**src/rtl/serial_add_sub_pkg.sv**
```systemverilog
// Shared definitions for the digit-serial adder/subtractor: FSM state
// encodings and the digit-counter width helper.
package serial_add_sub_pkg;

    typedef enum logic [1:0] {
        S_IDLE = 2'd0,
        S_RUN  = 2'd1,
        S_DONE = 2'd2
    } state_e;

    // Bits needed to count 0..n-1, never less than one bit.
    function automatic int cnt_width(input int n);
        if (n <= 2) begin
            return 1;
        end else begin
            return $clog2(n);
        end
    endfunction

endpackage

```
**src/rtl/serial_add_sub_digit_adder.sv**
```systemverilog
// DIGIT-bit ripple-carry adder built from full adders, each made of two
// half adders and an OR. Also exposes the carry into the top bit so the
// caller can derive signed overflow on the most significant digit.
module half_add (
    input  logic a,
    input  logic b,
    output logic s,
    output logic c
);
    assign s = a ^ b;
    assign c = a & b;
endmodule

module digit_adder #(
    parameter int DIGIT = 4
) (
    input  logic [DIGIT-1:0] x,
    input  logic [DIGIT-1:0] y,
    input  logic             ci,
    output logic [DIGIT-1:0] s,
    output logic             co,
    output logic             c_msb
);
    logic [DIGIT:0]   carry_s;
    logic [DIGIT-1:0] prop_s;
    logic [DIGIT-1:0] gen_s;
    logic [DIGIT-1:0] pc_s;

    assign carry_s[0] = ci;

    for (genvar i = 0; i < DIGIT; i++) begin : g_fa
        half_add u_ha_xy (
            .a (x[i]),
            .b (y[i]),
            .s (prop_s[i]),
            .c (gen_s[i])
        );
        half_add u_ha_pc (
            .a (prop_s[i]),
            .b (carry_s[i]),
            .s (s[i]),
            .c (pc_s[i])
        );
        assign carry_s[i+1] = gen_s[i] | pc_s[i];
    end

    assign co    = carry_s[DIGIT];
    assign c_msb = carry_s[DIGIT-1];
endmodule

```
**src/rtl/serial_add_sub.sv**
```systemverilog
// Multi-cycle WIDTH-bit adder/subtractor processing DIGIT bits per clock,
// LSB digit first, with valid/ready handshakes on operands and result.
// Subtraction is A + ~B + 1: B is inverted at capture and the carry is
// seeded with 1.
module serial_add_sub
    import serial_add_sub_pkg::*;
#(
    parameter int WIDTH = 16,
    parameter int DIGIT = 4
) (
    input  logic             clk,
    input  logic             rst_n,
    input  logic             in_valid,
    output logic             in_ready,
    input  logic [WIDTH-1:0] a,
    input  logic [WIDTH-1:0] b,
    input  logic             sub,
    output logic             out_valid,
    input  logic             out_ready,
    output logic [WIDTH-1:0] sum,
    output logic             cout,
    output logic             overflow
);
    if (WIDTH < 2 || DIGIT < 1 || DIGIT > WIDTH || (WIDTH % DIGIT) != 0) begin : g_param_err
        $error("serial_add_sub: illegal WIDTH/DIGIT combination");
    end

    localparam int N  = WIDTH / DIGIT;
    localparam int CW = cnt_width(N);

    state_e            state_r;
    state_e            state_next_s;
    logic              in_ready_r;
    logic              out_valid_r;
    logic [CW-1:0]     cnt_r;
    logic [WIDTH-1:0]  a_r;
    logic [WIDTH-1:0]  b_r;
    logic [WIDTH-1:0]  res_r;
    logic [WIDTH-1:0]  sum_r;
    logic              carry_r;
    logic              cout_r;
    logic              ovf_r;

    logic              accept_s;
    logic              last_s;
    logic [DIGIT-1:0]  d_sum_s;
    logic              d_co_s;
    logic              d_cmsb_s;
    logic [WIDTH-1:0]  res_next_s;

    assign accept_s = in_valid & in_ready_r;
    assign last_s   = (cnt_r == CW'(N - 1));

    digit_adder #(.DIGIT(DIGIT)) u_digit_adder (
        .x     (a_r[DIGIT-1:0]),
        .y     (b_r[DIGIT-1:0]),
        .ci    (carry_r),
        .s     (d_sum_s),
        .co    (d_co_s),
        .c_msb (d_cmsb_s)
    );

    // New digit enters the result from the top; earlier digits move down.
    assign res_next_s = (res_r >> DIGIT) | (WIDTH'(d_sum_s) << (WIDTH - DIGIT));

    // Next-state decode for the IDLE/RUN/DONE sequence.
    always_comb begin
        state_next_s = state_r;
        case (state_r)
            S_IDLE: begin
                if (accept_s) begin
                    state_next_s = S_RUN;
                end else begin
                    state_next_s = S_IDLE;
                end
            end
            S_RUN: begin
                if (last_s) begin
                    state_next_s = S_DONE;
                end else begin
                    state_next_s = S_RUN;
                end
            end
            S_DONE: begin
                if (out_ready) begin
                    state_next_s = S_IDLE;
                end else begin
                    state_next_s = S_DONE;
                end
            end
            default: begin
                state_next_s = S_IDLE;
            end
        endcase
    end

    // State register plus registered handshake flags decoded from next state.
    always_ff @(posedge clk or negedge rst_n) begin
        if (!rst_n) begin
            state_r     <= S_IDLE;
            in_ready_r  <= 1'b1;
            out_valid_r <= 1'b0;
        end else begin
            state_r     <= state_next_s;
            in_ready_r  <= (state_next_s == S_IDLE);
            out_valid_r <= (state_next_s == S_DONE);
        end
    end

    // Operand capture, digit-serial shifting and result/flag latching.
    always_ff @(posedge clk or negedge rst_n) begin
        if (!rst_n) begin
            cnt_r   <= '0;
            a_r     <= '0;
            b_r     <= '0;
            res_r   <= '0;
            sum_r   <= '0;
            carry_r <= 1'b0;
            cout_r  <= 1'b0;
            ovf_r   <= 1'b0;
        end else begin
            case (state_r)
                S_IDLE: begin
                    if (accept_s) begin
                        a_r     <= a;
                        b_r     <= sub ? ~b : b;
                        carry_r <= sub;
                        cnt_r   <= '0;
                        res_r   <= '0;
                    end
                end
                S_RUN: begin
                    a_r     <= a_r >> DIGIT;
                    b_r     <= b_r >> DIGIT;
                    carry_r <= d_co_s;
                    res_r   <= res_next_s;
                    cnt_r   <= cnt_r + CW'(1);
                    if (last_s) begin
                        sum_r  <= res_next_s;
                        cout_r <= d_co_s;
                        ovf_r  <= d_co_s ^ d_cmsb_s;
                    end
                end
                default: begin
                end
            endcase
        end
    end

    assign in_ready  = in_ready_r;
    assign out_valid = out_valid_r;
    assign sum       = sum_r;
    assign cout      = cout_r;
    assign overflow  = ovf_r;
endmodule
```
**config.mk**
```make
export PLATFORM = sky130hd
export DESIGN_NAME = serial_add_sub
export DESIGN_NICKNAME = d
export VERILOG_FILES = /design/src/rtl/serial_add_sub_pkg.sv /design/src/rtl/serial_add_sub_digit_adder.sv /design/src/rtl/serial_add_sub.sv
export SDC_FILE = /design/constraint.sdc
export NUM_CORES = 1
export LEC_CHECK = 0
export BUFFER_PORTS_ARGS = -buffer_cell sky130_fd_sc_hd__buf_2
export CAP_MARGIN = 20
export CORE_AREA = 2 2 96 98
export DETAILED_ROUTE_END_ITERATION = 16
export DIE_AREA = 0 0 98 100
export REMOVE_ABC_BUFFERS = 1
export SLEW_MARGIN = 20
export SYNTH_ARGS = -nofsm -noshare
export SYNTH_HDL_FRONTEND = slang
export SYNTH_SLANG_ARGS = --single-unit
```
**constraint.sdc**
```tcl
create_clock -name clk -period 2.13 [get_ports clk]
set_input_delay 0.426 -clock clk [delete_from_list [all_inputs] [get_ports clk]]
set_output_delay 0.426 -clock clk [all_outputs]
set_load 0.05 [all_outputs]
```
==> results_dict.tcl, run 1 <==
set metrics [dict create \
    yosysTopAreaCell "dfrtp_1" \
    drv_slew 0 \
    port_buffers 56 \
    drive_gt1_share_pct 32.1 \
    drc 0 \
    path_class "register to register" \
    finalHoldViolCount 0 \
    crit_slowest_cell "fa_2" \
    vdd_drop_max_mv 0.714 \
    rsz0062_at_grt "true" \
    syn-instance-count 278 \
    path_clk_slew_ns 0.07 \
    worst_slew_pin_slew_ns 0.563 \
    synth_top_area_share_pct 56.3 \
    grt-ovfl-total 0 \
    drt-initial-drc-count 150 \
    worstHoldPathType "input port to asynchronous set/reset pin" \
    seq_area_frac_synth_pct 57.2 \
    firstDrtPassIters 5 \
    max_stage_delay_ns 0.43 \
    ys_types 31 \
    grt_max_degree 53 \
    htreeDepth 3 \
    p_comb_share_pct 44.6 \
    intPower_w 0.00372 \
    io_pins 57 \
    synth_area_leaders "dfrtp_1, nand2_1, mux2_2" \
    gp_congestion 0.776 \
    p_switching_w 0.00258 \
    setup_ws_ns 0.0458 \
    grt_pass1_wl_microns 11000 \
    avgSynthCellArea_sq_um 10.9 \
    critPathArrivalTime_ns 2.34 \
    viasPerCell 4.85 \
    synth_adder_area_share_pct 3.07 \
    cts-buffers-inserted 9 \
    fin_util_pct 41.3 \
    grt_pass1_vias 2219 \
    cts_root_buf "clkbuf_8" \
    fmax_mhz 480 \
    p_seq_share_pct 35.7 \
    cp-end-kind "register" \
    worstPathCellList "fa_2 -> inv_2 -> fa_1 -> inv_2 -> fa_2 -> inv_2 -> fa_2 -> o21ai_1" \
    slew_headroom_pct 62.2 \
    synth_seq_cells 69 \
    synth_top_family_by_area "simple AND/OR/NAND/NOR gates" \
    worstSetupStartpointType "register" \
    synth-async-reset-ratio_pct 100 \
    num_vias 2189 \
    die_area_sq_um 9800 \
    clock_sinks 69 \
    antenna_found_initial 0 \
    period_share_pct 97.9 \
    chipWidth_microns 98 \
    cellLeakagePower_nw 1.78 \
    antenna_left 0 \
    yosys_warnings 0 \
    chipHeight_microns 100 \
    cp_max_fo 2 \
    fp-row-count 35 \
    synth_edf_count 0 \
    cts_tree "done" \
    yosys.cell_count.top_type "dfrtp_1" \
    critPathTopFamily "adder cells" \
    pre_cts_slack_ns -0.0888 \
    clk_latency_ns 0.34 \
    dp_hpwl_microns 4150 \
    status "complete, no violations" \
    synthXorXnorAreaFrac_pct 4.93 \
    wire_per_inst_microns 14.0 \
    grt_use_total_pct 14.0 \
    switching_share_pct 40.9 \
    fin_skew_ns 0.00915 \
    antenna_cells 0 \
    synth_compound_area_share_pct 9.15 \
    finalPower_w 0.00630 \
    ys.flop_type "dfrtp_1" \
    clock_path_buffers 2 \
    layout-area-overhead-vs-synth_pct 21.6 \
    whs_ns 0.0216 \
    setup_viol 0 \
    final_nets 378 \
    coreArea_sq_um 8890 \
    maxCapViolations 0 \
    cp_num_buf_inv 3 \
    synth_common_cells "dfrtp_1, nand2_1, nand3_1" \
    routed_wl_microns 6300 \
    p_per_area_nw_per_um2 1710 \
    synthMuxAreaShare_pct 5.22 \
    synth_area_sq_um 3020 \
    cp_data_required_time_ns 2.39 \
    yosys.area_share.simple_pct 15.4 \
    fin_crit_ns 2.08 \
    clkPwrFrac_pct 19.7 \
    start_util_pct 34.0 \
]
[cells by family (layout without fill, tap and decap cells)]
logic type               count (synthesis)  count (layout)
AND/OR/NAND/NOR                        104             104
flip-flops                              69              69
AO/OA/AOI/OAI                           41              41
buffers and inverters                   28              90
XOR/XNOR                                17              17
multiplexers                            14              14
adder cells (fa/ha/maj)                  5               5
[cells in the final DEF (no fill, tap or decap)]
master,count
dfrtp_1,68
buf_2,56
nand2_1,46
nand3_1,27
nor2_1,17
mux2_2,14
xnor2_1,14
o22ai_1,10
buf_4,10
o21ai_0,9
clkbuf_8,9
nor3_1,8
a221o_1,6
inv_1,4
o211ai_1,4
inv_2,3
a21oi_1,3
a22oi_1,3
o21ai_1,3
xor2_1,3
fa_2,3
bufinv_16,3
a211oi_1,2
clkinv_2,2
buf_12,2
nand3b_2,1
nand2b_1,1
nand4bb_2,1
nor2b_2,1
and4bb_2,1
nor2_2,1
o221a_2,1
fa_1,1
ha_1,1
clkbuf_1,1
dfstp_2,1
[metrics by stage]
step,area (sq um),cells,setup TNS (ns)
final,3670,451,0
after global routing,3670,451,-0.0814
after CTS,3660,450,-0.0143
after detailed placement,3420,434,-0.160
after global placement,3420,434,-0.0874
after floorplan,2900,257,-12.22
[routing by layer]
layer	vias to the layer above	GRT usage (%)	wire length, microns
met3	9	5.15	366
met4	0	3.63	82
met1	1060	17.8	2900
li1	1063	-	-
met2	57	23.0	2950
met5	-	0	0
[final timing paths]
kind                              start  slack, ns  endpoint  depth (start not counted)
worst max-delay path            carry_r       0.05   sum[15]                          8
min in group clk                  a[15]       0.27   a_r[15]                          3
worst max register to register  carry_r       0.05   sum[15]                          8
worst min register to register  sum[13]       0.48   sum[13]                          2
max in group asynchronous         rst_n       1.44  in_ready                          2
worst min-delay path              rst_n       0.02    sum[1]                          1
[final cells by class]
| class | instances | area, sq um |
|---|---|---|
| Clock buffer | 10 | 128 |
| Clock inverter | 5 | 100 |
| Fill cell | 888 | 5220 |
| Inverter | 7 | 26.3 |
| Multi-Input combinational cell | 181 | 1160 |
| Sequential cell | 69 | 1730 |
| Tap cell | 111 | 139 |
| Timing Repair Buffer | 68 | 395 |
[flip-flops by register name, summed over array words and instances (netlist names)]
signal / flops
overflow: 1
out_valid: 1
a_r: 16
state_r: 2
sum: 16
in_ready: 1
res_r: 12
cout: 1
b_r: 16
cnt_r: 2
carry_r: 1
[power groups by stage]
stage	registers, W	clock network (W)	logic, W
2_1_floorplan	0.00276	0	0.00140
5_1_grt	0.00233	0.00133	0.00314
4_1_cts	0.00225	0.00128	0.00283
6_report	0.00224	0.00124	0.00281
3_5_place_dp	0.00228	0	0.00276
3_3_place_gp	0.00225	0	0.00271
[worst reg2reg max path, stage by stage (launching register included)]
cell and delay [ns]:
dfrtp_1 0.41, fa_2 0.39, inv_2 0.06, fa_1 0.16, inv_2 0.04, fa_2 0.34, inv_2 0.06, fa_2 0.43
o21ai_1 0.12
[what timing repair did]
action                     4_1_cts  5_1_grt
setup buffers                    1        1
hold buffers                     0        0
resized for setup                7        2
pin swaps                        5        4
setup endpoints to repair        3        5
Power figures use the tool's default switching activity.
==> inputs of run 2 (changes only) <==
Settings changed: HOLD_SLACK_MARGIN set to 0.03.
==> results_dict.tcl, run 2 (synthesis results as in run 1) <==
set metrics [dict create \
    status "complete, no violations" \
    gp_congestion 0.776 \
    start_util_pct 34.0 \
    mostFrequentLayoutCell "dfrtp_1" \
    worstHoldPathCells 3 \
    final_cell_mix "dfrtp_1, buf_2, nand2_1" \
    drc 0 \
    nFillCells 887 \
    htreeDepth 3 \
    grt_use_total_pct 14.0 \
    die_area_sq_um 9800 \
    cts_root_buf "clkbuf_8" \
    critPathArrivalTime_ns 2.34 \
    crit_slowest_cell "fa_2" \
    firstDrtPassIters 5 \
    drt-initial-drc-count 163 \
    chipHeight_microns 100 \
    slew_headroom_pct 62.4 \
    finalHoldViolCount 0 \
    grt_util_met2_pct 23.0 \
    p_per_area_nw_per_um2 1710 \
    cellLeakagePower_nw 1.79 \
    cp_num_buf_inv 3 \
    cp-end-kind "register" \
    setup_viol 0 \
    io_pins 57 \
    wire_per_inst_microns 14.0 \
    drive_gt1_share_pct 32.0 \
    antenna_left 0 \
    grt_busiest_layer "met2" \
    worstPathCellList "fa_2 -> inv_2 -> fa_1 -> inv_2 -> fa_2 -> inv_2 -> fa_2 -> o21ai_1" \
    placedCellCount 434 \
    chipWidth_microns 98 \
    worstHoldPathType "input port to register" \
    coreArea_sq_um 8890 \
    path_clk_slew_ns 0.07 \
    clock_sinks 69 \
    worstSetupStartpointType "register" \
    fin_crit_ns 2.08 \
    grt_max_degree 53 \
    max_stage_delay_ns 0.43 \
    cts-buffers-inserted 9 \
    grt_pass1_vias 2221 \
    whs_ns 0.273 \
    antenna_cells 0 \
    drv_slew 0 \
    cts_tree "done" \
    worst_slew_pin_slew_ns 0.560 \
    num_vias 2206 \
    rsz0062_at_grt "true" \
    fin_cells 452 \
    antenna_found_initial 0 \
    fin_skew_ns 0.00874 \
    vdd_drop_max_mv 0.712 \
    grt_use_met3_pct 5.08 \
    routed_wl_microns 6310 \
    fp-row-count 35 \
    cp_num_cells 8 \
    maxCapViolations 0 \
    cp_data_required_time_ns 2.39 \
    critPathTopFamily "adder cells" \
    cp_max_fo 2 \
    clock_path_buffers 2 \
    clk_latency_ns 0.34 \
    final_nets 379 \
    met1_usage_pct 17.8 \
    viasPerCell 4.88 \
    path_class "register to register" \
    grt-ovfl-total 0 \
    r2r_cells 8 \
    dp_hpwl_microns 4150 \
    grt_pass1_wl_microns 11000 \
    finalPower_w 0.00629 \
    fmax_mhz 480 \
    port_buffers 56 \
    period_share_pct 97.8 \
    layout-area-overhead-vs-synth_pct 21.9 \
]
## run 2: cell count changes in the layout (fill, tap and decap cells not counted)
| cell | before | now |
|---|---|---|
| dlygate4sd3_1 | 0 | 1 |
## run 2: cell type report
type,count,area (sq um),area share (%)
clock inverter,5,100,2.72
multi-input combinational,181,1160,31.4
sequential,69,1730,46.9
clock buffer,10,128,3.47
tap,111,139,3.77
inverter,7,26.3,0.714
timing repair buffer,69,405,11.0
## run 2: layer usage
metal	share of wire (%)	wire, microns	vias to the layer above
met5	0	0	-
met4	1.3	82	0
met3	6.1	383	9
met2	47	2960	62
met1	46	2890	1071
li1	-	-	1064
## run 2: what timing repair did
item / 4_1_cts / 5_1_grt
hold endpoints to repair: 14 / 0
setup buffers: 1 / 1
hold buffers: 1 / 0
setup endpoints to repair: 3 / 5
resized for setup: 7 / 2
pin swaps: 5 / 4
## run 2: path summary, 6_finish.rpt
kind                       slack, ns     from       end
max                             0.05  carry_r   sum[15]
min                             0.27    a[15]   a_r[15]
max reg2reg                     0.05  carry_r   sum[15]
min reg2reg                     0.48  sum[13]   sum[13]
max in group asynchronous       0.90    rst_n  in_ready
min in group asynchronous       0.57    rst_n    sum[1]
## run 2: report_power, final
| part | switching, W | internal, W |
|---|---|---|
| Sequential | 0.000334 | 0.00191 |
| Clock | 0.000475 | 0.000768 |
| Combinational | 0.00177 | 0.00104 |
| Total | 0.00257 | 0.00372 |
## run 2: per-stage QoR
step	utilization [%]	cell area, sq um	setup WS [ns]	setup TNS (ns)
2_1_floorplan	-	2900	-0.506	-12.22
5_1_grt	41.4	3680	-0.0346	-0.0814
6_report	41.4	3680	0.0463	0
4_1_cts	41.3	3670	-0.0134	-0.0143
3_3_place_gp	38.5	3420	-0.0532	-0.0874
3_5_place_dp	38.5	3420	-0.0888	-0.160
## run 2: tightest hold or removal path, stage by stage
cell     delay (ns)
buf_2          0.07
nand2_1        0.04
nand2_1        0.04
==> inputs of run 3 (changes only) <==
Settings changed: CORE_AREA 2 2 96 98 to 2 2 99 101, DIE_AREA 0 0 98 100 to 0 0 101 103, SYNTH_HIERARCHICAL set to 1.
==> results_dict.tcl, run 3 <==
set metrics [dict create \
    synth_seq_cells 69 \
    period_share_pct 121 \
    maxCapViolations 0 \
    placedCellCount 442 \
    final_nets 388 \
    vdd_drop_max_mv 0.543 \
    critPathArrivalTime_ns 2.79 \
    yosys.cell_count.top_type "dfrtp_1" \
    violations "setup timing" \
    coreArea_sq_um 9460 \
    layout-area-overhead-vs-synth_pct 19.7 \
    start_util_pct 33.9 \
    mostFrequentLayoutCell "dfrtp_1" \
    chipWidth_microns 101 \
    cp-end-kind "register" \
    yosysTopAreaCell "dfrtp_1" \
    slew_headroom_pct 40.8 \
    ys_types 28 \
    cts_tree "done" \
    fin_skew_ns 0.00836 \
    drv_slew 0 \
    worstHoldPathType "input port to register" \
    synth_top_area_share_pct 53.0 \
    drive_gt1_share_pct 31.2 \
    synth_area_sq_um 3210 \
    htreeDepth 3 \
    cts-buffers-inserted 9 \
    synth-async-reset-ratio_pct 100 \
    cp_max_fo 3 \
    worst_slew_pin_slew_ns 0.884 \
    pre_cts_slack_ns -0.609 \
    finalHoldViolCount 0 \
    grt_use_total_pct 13.3 \
    seq_area_frac_synth_pct 53.8 \
    worstSetupStartpointType "register" \
    dp_hpwl_microns 4380 \
    yosys_warnings 6 \
    gp_congestion 0.740 \
    path_clk_slew_ns 0.07 \
    clock_sinks 69 \
    final_cell_mix "dfrtp_1, buf_2, nand2_1" \
    grt_max_degree 48 \
    cp_data_required_time_ns 2.35 \
    wire_per_inst_microns 14.0 \
    drc 0 \
    viasPerCell 4.84 \
    port_buffers 56 \
    antenna_left 0 \
    grt_pass1_wl_microns 10800 \
    p_per_area_nw_per_um2 1710 \
    grt-ovfl-total 0 \
    num_vias 2226 \
    fin_crit_ns 2.57 \
    rsz0062_at_grt "true" \
    drt-initial-drc-count 101 \
    avgSynthCellArea_sq_um 11.4 \
    setup_ws_ns -0.444 \
    chipHeight_microns 103 \
    syn-instance-count 282 \
    synth_common_cells "dfrtp_1, nand2_1, o21ai_0" \
    firstDrtPassIters 4 \
    antenna_cells 0 \
    synth_area_leaders "dfrtp_1, mux2_2, o21ai_0" \
    status "finished, violations left" \
    clock_path_buffers 2 \
    nFillCells 927 \
    clk_latency_ns 0.34 \
    fin_cells 460 \
    fp-row-count 36 \
    path_class "register to register" \
    fin_util_pct 40.6 \
    antenna_found_initial 0 \
    grt_pass1_vias 2239 \
    setup_viol 5 \
    cellLeakagePower_nw 1.87 \
    io_pins 57 \
    cts_root_buf "clkbuf_8" \
    ys.flop_type "dfrtp_1" \
    synth_edf_count 0 \
    fmax_mhz 388 \
    routed_wl_microns 6440 \
    die_area_sq_um 10400 \
]
run 3: changes by cell type after synthesis, moves of 10 or more:
| cell | previous run | this run |
|---|---|---|
| o22a_1 | 0 | 12 |
| o31a_1 | 0 | 12 |
| nand2b_1 | 1 | 13 |
| nor2_1 | 17 | 2 |
| o22ai_1 | 10 | 0 |
| nand2_1 | 46 | 31 |
| o21ai_0 | 12 | 28 |
| nand3_1 | 27 | 17 |
| mux2i_1 | 0 | 13 |
run 3: final timing paths:
path                       slack (ns)        to   start  depth (start not counted)
setup / recovery                -0.44      cout  b_r[0]                         10
hold / removal                   0.30   a_r[14]   a[14]                          2
setup reg to reg                -0.44      cout  b_r[0]                         10
hold reg to reg                  0.50    a_r[9]  a_r[9]                          1
max in group asynchronous        1.12  in_ready   rst_n                          3
min in group asynchronous        0.46  res_r[6]   rst_n                          2
run 3: logic make-up (layout without fill, tap and decap cells):
kind of cell | Yosys count | in the layout | share of synthesized area, %
flip-flops | 69 | 69 | 53.8
XOR/XNOR | 17 | 17 | 4.64
AND/OR/NAND/NOR | 72 | 72 | 11.1
AO/OA/AOI/OAI | 64 | 64 | 13.4
multiplexers | 30 | 30 | 10.0
buffers and inverters | 21 | 85 | 3.51
adder cells (fa/ha/maj) | 9 | 9 | 3.51
run 3: metrics by stage:
step	TNS, ns	cell area [sq um]	hold WS (ns)	power (W)
2_1_floorplan	-1.98	3100	0.130	0.00457
3_3_place_gp	-2.29	3630	0.281	0.00547
3_5_place_dp	-2.51	3630	0.283	0.00554
4_1_cts	-1.64	3840	0.289	0.00663
5_1_grt	-2.07	3840	0.289	0.00710
6_report	-1.66	3840	0.305	0.00657
run 3: layout make-up:
| cell class | count | area (sq um) | share of cell area [%] |
|---|---|---|---|
| Clock buffer | 13 | 149 | 3.87 |
| Clock inverter | 2 | 10.0 | 0.260 |
| Multi-Input combinational cell | 192 | 1400 | 36.5 |
| Sequential cell | 69 | 1730 | 45.0 |
| Tap cell | 114 | 143 | 3.71 |
| Timing Repair Buffer | 70 | 413 | 10.7 |
run 3: worst max-delay path, cell delays in order (launching register included):
cell,delay (ns)
dfrtp_1,0.38
ha_1,0.29
ha_2,0.16
or2_1,0.20
ha_2,0.16
or2_1,0.21
ha_2,0.16
or2_4,0.24
ha_4,0.15
or2_4,0.24
mux2_4,0.27
run 3: repair_timing:
| action | 4_1_cts | 5_1_grt |
|---|---|---|
| endpoints found under the hold margin | 6 | 0 |
| pin swaps | 8 | 1 |
| hold buffers | 1 | 0 |
| gates resized for setup | 10 | 0 |
| buffers inserted | 1 | 1 |
| endpoints found under the setup margin | 6 | 5 |
run 3: routing by layer:
| layer | GRT usage (%) | vias up | share of wire, % |
|---|---|---|---|
| met5 | 0 | - | 0 |
| met4 | 3.43 | 0 | 0.92 |
| met3 | 4.27 | 6 | 4.3 |
| met2 | 21.5 | 41 | 47 |
| met1 | 17.4 | 1069 | 48 |
| li1 | - | 1110 | - |
run 3: where the power goes:
part	switching (W)	internal (W)
Clock	0.000450	0.000446
Combinational	0.00199	0.00142
Sequential	0.000324	0.00194
